<file path="src/rtl/music_box_sequencer.sv">
`default_nettype none
// music_box_sequencer: walks a song ROM one entry per note, holding each note
// for its programmed number of 1/32 s ticks, optionally followed by a silent gap.
module music_box_sequencer #(
  parameter int ADDR_W    = 8,
  parameter int NOTE_W    = 5,
  parameter int DUR_W     = 6,
  parameter int GAP_TICKS = 1
) (
  input  logic                    clock,
  input  logic                    reset,
  input  logic                    play,
  input  logic                    pause,
  input  logic                    stop,
  input  logic                    tick_32,
  output logic                    tick_enable,
  output logic [ADDR_W-1:0]       rom_addr,
  input  logic [NOTE_W+DUR_W-1:0] rom_data,
  output logic [NOTE_W-1:0]       note,
  output logic                    note_on,
  output logic                    busy,
  output logic                    done
);

  localparam int GAP_W = (GAP_TICKS > 0) ? $clog2(GAP_TICKS + 1) : 1;
  localparam logic [GAP_W-1:0]  GAP_INIT  = GAP_W'(GAP_TICKS);
  localparam logic [GAP_W-1:0]  GAP_ONE   = GAP_W'(1);
  localparam logic [DUR_W-1:0]  DUR_ONE   = DUR_W'(1);
  localparam logic [ADDR_W-1:0] ADDR_ONE  = ADDR_W'(1);
  localparam logic [ADDR_W-1:0] LAST_ADDR = {ADDR_W{1'b1}};

  typedef enum logic [2:0] {
    S_IDLE  = 3'd0,
    S_FETCH = 3'd1,
    S_LOAD  = 3'd2,
    S_PLAY  = 3'd3,
    S_GAP   = 3'd4,
    S_DONE  = 3'd5
  } state_t;

  state_t            state_q, state_d;
  logic [ADDR_W-1:0] rom_addr_q, rom_addr_d;
  logic [NOTE_W-1:0] note_q, note_d;
  logic [DUR_W-1:0]  dur_cnt_q, dur_cnt_d;
  logic [GAP_W-1:0]  gap_cnt_q, gap_cnt_d;
  logic              tick_enable_q, tick_enable_d;
  logic              note_on_q, note_on_d;
  logic              busy_q, busy_d;
  logic              done_q, done_d;

  logic [NOTE_W-1:0] rom_note;
  logic [DUR_W-1:0]  rom_dur;
  logic              advance;
  logic              entry_end;

  assign rom_note = rom_data[NOTE_W+DUR_W-1:DUR_W];
  assign rom_dur  = rom_data[DUR_W-1:0];
  assign advance  = tick_32 & ~pause;

  always_comb begin
    state_d    = state_q;
    rom_addr_d = rom_addr_q;
    note_d     = note_q;
    dur_cnt_d  = dur_cnt_q;
    gap_cnt_d  = gap_cnt_q;
    entry_end  = 1'b0;

    case (state_q)
      S_IDLE: begin
        if (play && !stop) begin
          state_d    = S_FETCH;
          rom_addr_d = '0;
        end
      end
      S_FETCH: state_d = S_LOAD;
      S_LOAD: begin
        if (rom_dur == '0) begin
          state_d = S_DONE;
        end else begin
          note_d    = rom_note;
          dur_cnt_d = rom_dur;
          state_d   = S_PLAY;
        end
      end
      S_PLAY: begin
        if (advance) begin
          dur_cnt_d = dur_cnt_q - DUR_ONE;
          if (dur_cnt_q == DUR_ONE) begin
            if (GAP_TICKS == 0) begin
              entry_end = 1'b1;
            end else begin
              state_d   = S_GAP;
              gap_cnt_d = GAP_INIT;
            end
          end
        end
      end
      S_GAP: begin
        if (advance) begin
          gap_cnt_d = gap_cnt_q - GAP_ONE;
          if (gap_cnt_q == GAP_ONE) entry_end = 1'b1;
        end
      end
      S_DONE: begin
        note_d  = '0;
        state_d = S_IDLE;
      end
      default: state_d = S_IDLE;
    endcase

    // The song never wraps: running off the top of the ROM ends it.
    if (entry_end) begin
      if (rom_addr_q == LAST_ADDR) begin
        state_d = S_DONE;
      end else begin
        rom_addr_d = rom_addr_q + ADDR_ONE;
        state_d    = S_FETCH;
      end
    end

    if (stop && state_q != S_IDLE) begin
      state_d    = S_IDLE;
      rom_addr_d = '0;
      note_d     = '0;
      dur_cnt_d  = '0;
      gap_cnt_d  = '0;
    end

    // Outputs are registered alongside the state they describe.
    tick_enable_d = (state_d == S_PLAY || state_d == S_GAP) && !pause;
    note_on_d     = tick_enable_d && (state_d == S_PLAY) && (note_d != '0);
    busy_d        = (state_d != S_IDLE);
    done_d        = (state_d == S_DONE);
  end

  always_ff @(posedge clock) begin
    if (!reset) begin
      state_q       <= S_IDLE;
      rom_addr_q    <= '0;
      note_q        <= '0;
      dur_cnt_q     <= '0;
      gap_cnt_q     <= '0;
      tick_enable_q <= 1'b0;
      note_on_q     <= 1'b0;
      busy_q        <= 1'b0;
      done_q        <= 1'b0;
    end else begin
      state_q       <= state_d;
      rom_addr_q    <= rom_addr_d;
      note_q        <= note_d;
      dur_cnt_q     <= dur_cnt_d;
      gap_cnt_q     <= gap_cnt_d;
      tick_enable_q <= tick_enable_d;
      note_on_q     <= note_on_d;
      busy_q        <= busy_d;
      done_q        <= done_d;
    end
  end

  assign tick_enable = tick_enable_q;
  assign rom_addr    = rom_addr_q;
  assign note        = note_q;
  assign note_on     = note_on_q;
  assign busy        = busy_q;
  assign done        = done_q;

endmodule
`default_nettype wire

</file>
<file path="config.mk">
export PLATFORM = sky130hd
export DESIGN_NAME = music_box_sequencer
export DESIGN_NICKNAME = d
export VERILOG_FILES = /design/src/rtl/music_box_sequencer.sv
export SDC_FILE = /design/constraint.sdc
export NUM_CORES = 1
export LEC_CHECK = 0
export ABC_AREA = 1
export CORE_AREA = 3 3 62 64
export CTS_BUF_LIST = sky130_fd_sc_hd__clkbuf_4 sky130_fd_sc_hd__clkbuf_8
export DETAILED_ROUTE_END_ITERATION = 8
export DIE_AREA = 0 0 65 67
export PLACE_DENSITY = 0.68
export REMOVE_ABC_BUFFERS = 1
export SYNTH_ARGS = -nofsm -noshare
export SYNTH_HDL_FRONTEND = slang
export SYNTH_SLANG_ARGS = --single-unit
</file>
<file path="constraint.sdc">
create_clock -name clock -period 4.1 [get_ports clock]
set_input_delay 0.615 -clock clock [delete_from_list [all_inputs] [get_ports clock]]
set_output_delay 0.615 -clock clock [all_outputs]
set_load 0.01 [all_outputs]
</file>
==> reports/qor.csv <==
metric,value,unit
"Distinct cells, synth",35,
WHS Endpoint,dur_cnt_q[3],
WHS Path Cells,2,
RD Place Congestion,0.8239,
Critical Path Source Type,register,
"CP delay by family, top",buffers and inverters,
Final period util,0.4839,
Cells after Synth,213,
Max Slew Vio Count,0,
CP Data Required Time,3480,ps
post-CTS setup buffer count,0,
Final #Nets,269,
DRT iter0 DRCs,83,
Yosys reg bits,27,
WP buf/inv,1,
Post-synth EDFFs,0,
Final min period,1984,ps
critical-path maximum fanout,8,
Fin Setup TNS,0,ps
DIE AREA,4355,µm²
CTS Buf Count,3,
routed wire length per instance,10.72,µm
initial core utilization,0.4593,
DRC violations left,0,
post-route ant nets,0,
origin of the critical flop-to-flop path,state_q[0],
n_diodes,0,
Mapped Avg Cell Area,7.196,µm²
DIE WIDTH,65,µm
Sink Count,27,
placed cells,290,
share of layout cells above drive strength 1,0.1492,
status,"finished, final reports clean",
final hold slack,488.2,ps
fillers,344,
Setup WS post-layout,2116,ps
Worst Max-Slew Pin Slew,430.6,ps
register area,540.5,µm²
clk slew on worst S/H paths,140,ps
IO buf count,33,
hpwl dp,2.487,mm
Lkg Pwr,0.8353,nW
Final Hold Fails,0,
FF-to-FF path depth,6,
CP Capture Type,output pin,
Post-CTS Resized,0,
pwr dens,286.5,nW/µm²
synth warn,0,
DIE HEIGHT,67,µm
ys flop type,dfxtp_1,
r2r endpoint,gap_cnt_q,
num ports,34,
max_cap viols,0,
HP Start,dur_cnt_q[3],
Total Routing Usage GR,0.1557,
CP max stage delay,580,ps
Worst path slowest cell,clkdlybuf4s50_1,
Rel. slew slack,0.7126,
sequential share of the synthesized area,0.3527,
Crit Path Class,register to output pin,
Area growth syn-to-layout,26.45,%
Final Non-Filler Cells,294,
first drt pass iteration count,4,
post-synth design cell area,1533,µm²
clk_lat worst skew,320,ps
crit path cell chain,clkdlybuf4s50_1,
largest net degree at the start of global routing,15,
Routed WL,3.153,mm
VDD IR-drop max,167.2,µV
share of synthesized registers carrying an async set or reset,0,
Total Power,0.5553,mW
hold buffer count at cts,0,
RSZ-0062 raised after global routing,false,
pre-CTS WS,1804,ps
clock tree buffer depth,2,
multi-input logic area,847.1,µm²
H-tree levels,1,
Worst Hold Class,register to register,
DR vias/cell,4.891,
worst clock skew,5.553,ps
fmax,504.0,MHz
initial antenna violation count,0,
Core Box Area,3337,µm²
first-pass GRT wire length,5.382,mm
FP Rows,21,
Final Setup Violations,0,
Critical Path AT,1370,ps
clock root cell,clkbuf_4,
vias in the first global route,1267,
total grt overflow,0,
"reg-to-reg slack, setup",2260,ps
via count,1438,
TritonCTS clock tree,done,
-- metrics by stage --
| step | cell area, µm² | utilization |
|---|---|---|
| floorplan | 1520 | - |
| global placement | 1908 | 0.5718 |
| detailed placement | 1908 | 0.5718 |
| CTS | 1938 | 0.5808 |
| global route | 1938 | 0.5808 |
| finish | 1938 | 0.5808 |
-- cells in the mapped netlist (2+ instances only) --
master | n | share of area
nand2_1 | 39 | 0.096
dfxtp_1 | 27 | 0.35
nand3_1 | 26 | 0.085
nor2_1 | 24 | 0.059
inv_1 | 21 | 0.051
a21oi_1 | 13 | 0.042
o21ai_1 | 9 | 0.029
inv_2 | 6 | 0.015
a21oi_2 | 5 | 0.029
o21ai_0 | 5 | 0.016
nor2_2 | 4 | 0.016
a31oi_1 | 3 | 0.012
ha_1 | 3 | 0.024
inv_4 | 3 | 0.012
nand2_2 | 2 | 0.0082
nand3_2 | 2 | 0.013
nand3b_2 | 2 | 0.015
xor2_1 | 2 | 0.011
-- worst min-delay path, stage by stage (launching register included) --
cell and delay, ps:
dfxtp_1 340, nand2_1 70, a21oi_2 50
-- layout make-up --
| class | instances | share of cell area |
|---|---|---|
| clock buffer | 4 | 0.01549 |
| multi-input combinational | 152 | 0.4371 |
| tap | 46 | 0.02970 |
| timing repair buffer | 33 | 0.1704 |
| inverter | 32 | 0.06843 |
| sequential | 27 | 0.2789 |
-- cells in the final DEF (no fill, tap or decap), types with 5 or more instances in the layout --
cell type	instances
nand2_1	39
inv_1	21
o21ai_1	9
nand3_1	26
clkdlybuf4s50_1	33
a21oi_1	13
nor2_1	24
a21oi_2	5
dfxtp_1	27
inv_2	6
o21ai_0	5
-- cell families after synthesis --
family	share of synthesized area
buffers and inverters	0.09469
and+or+nand+nor	0.3535
adders and majority gates	0.02449
xor gates and xnor gates	0.01143
AOI/OAI and AO/OA	0.1633
DFF	0.3527
-- how the worst max path moves through the flow --
stage                            from          end  cells past startpoint
after CTS                 rom_addr[4]  rom_addr[4]                      1
after global routing      rom_addr[4]  rom_addr[4]                      1
after global placement          reset    gap_cnt_q                      6
final                     rom_addr[4]  rom_addr[4]                      1
after detailed placement        reset    gap_cnt_q                      6
after floorplan                  stop    gap_cnt_q                      6
-- report_power, final --
| part | total [mW] | internal [mW] | switching [mW] |
|---|---|---|---|
| combinational | 0.144 | 0.0602 | 0.0842 |
| sequential | 0.289 | 0.277 | 0.0117 |
| clock | 0.122 | 0.0447 | 0.0774 |
| total | 0.555 | 0.382 | 0.173 |
-- sequential cells by signal, indices dropped and copies added (netlist names) --
name,flops
state_q,3
note_on,1
tick_enable,1
busy,1
note,5
rom_addr,8
dur_cnt_q,6
gap_cnt_q,1
done,1
-- per-layer routing --
metal / track usage / up-vias / share of wire
li1: - / 771 / -
met1: 0.2020 / 638 / 0.52
met2: 0.2605 / 25 / 0.43
met3: 0.02192 / 4 / 0.034
met4: 0.05805 / 0 / 0.014
met5: 0 / - / 0
No activity file was read; power rests on OpenSTA's default activity.
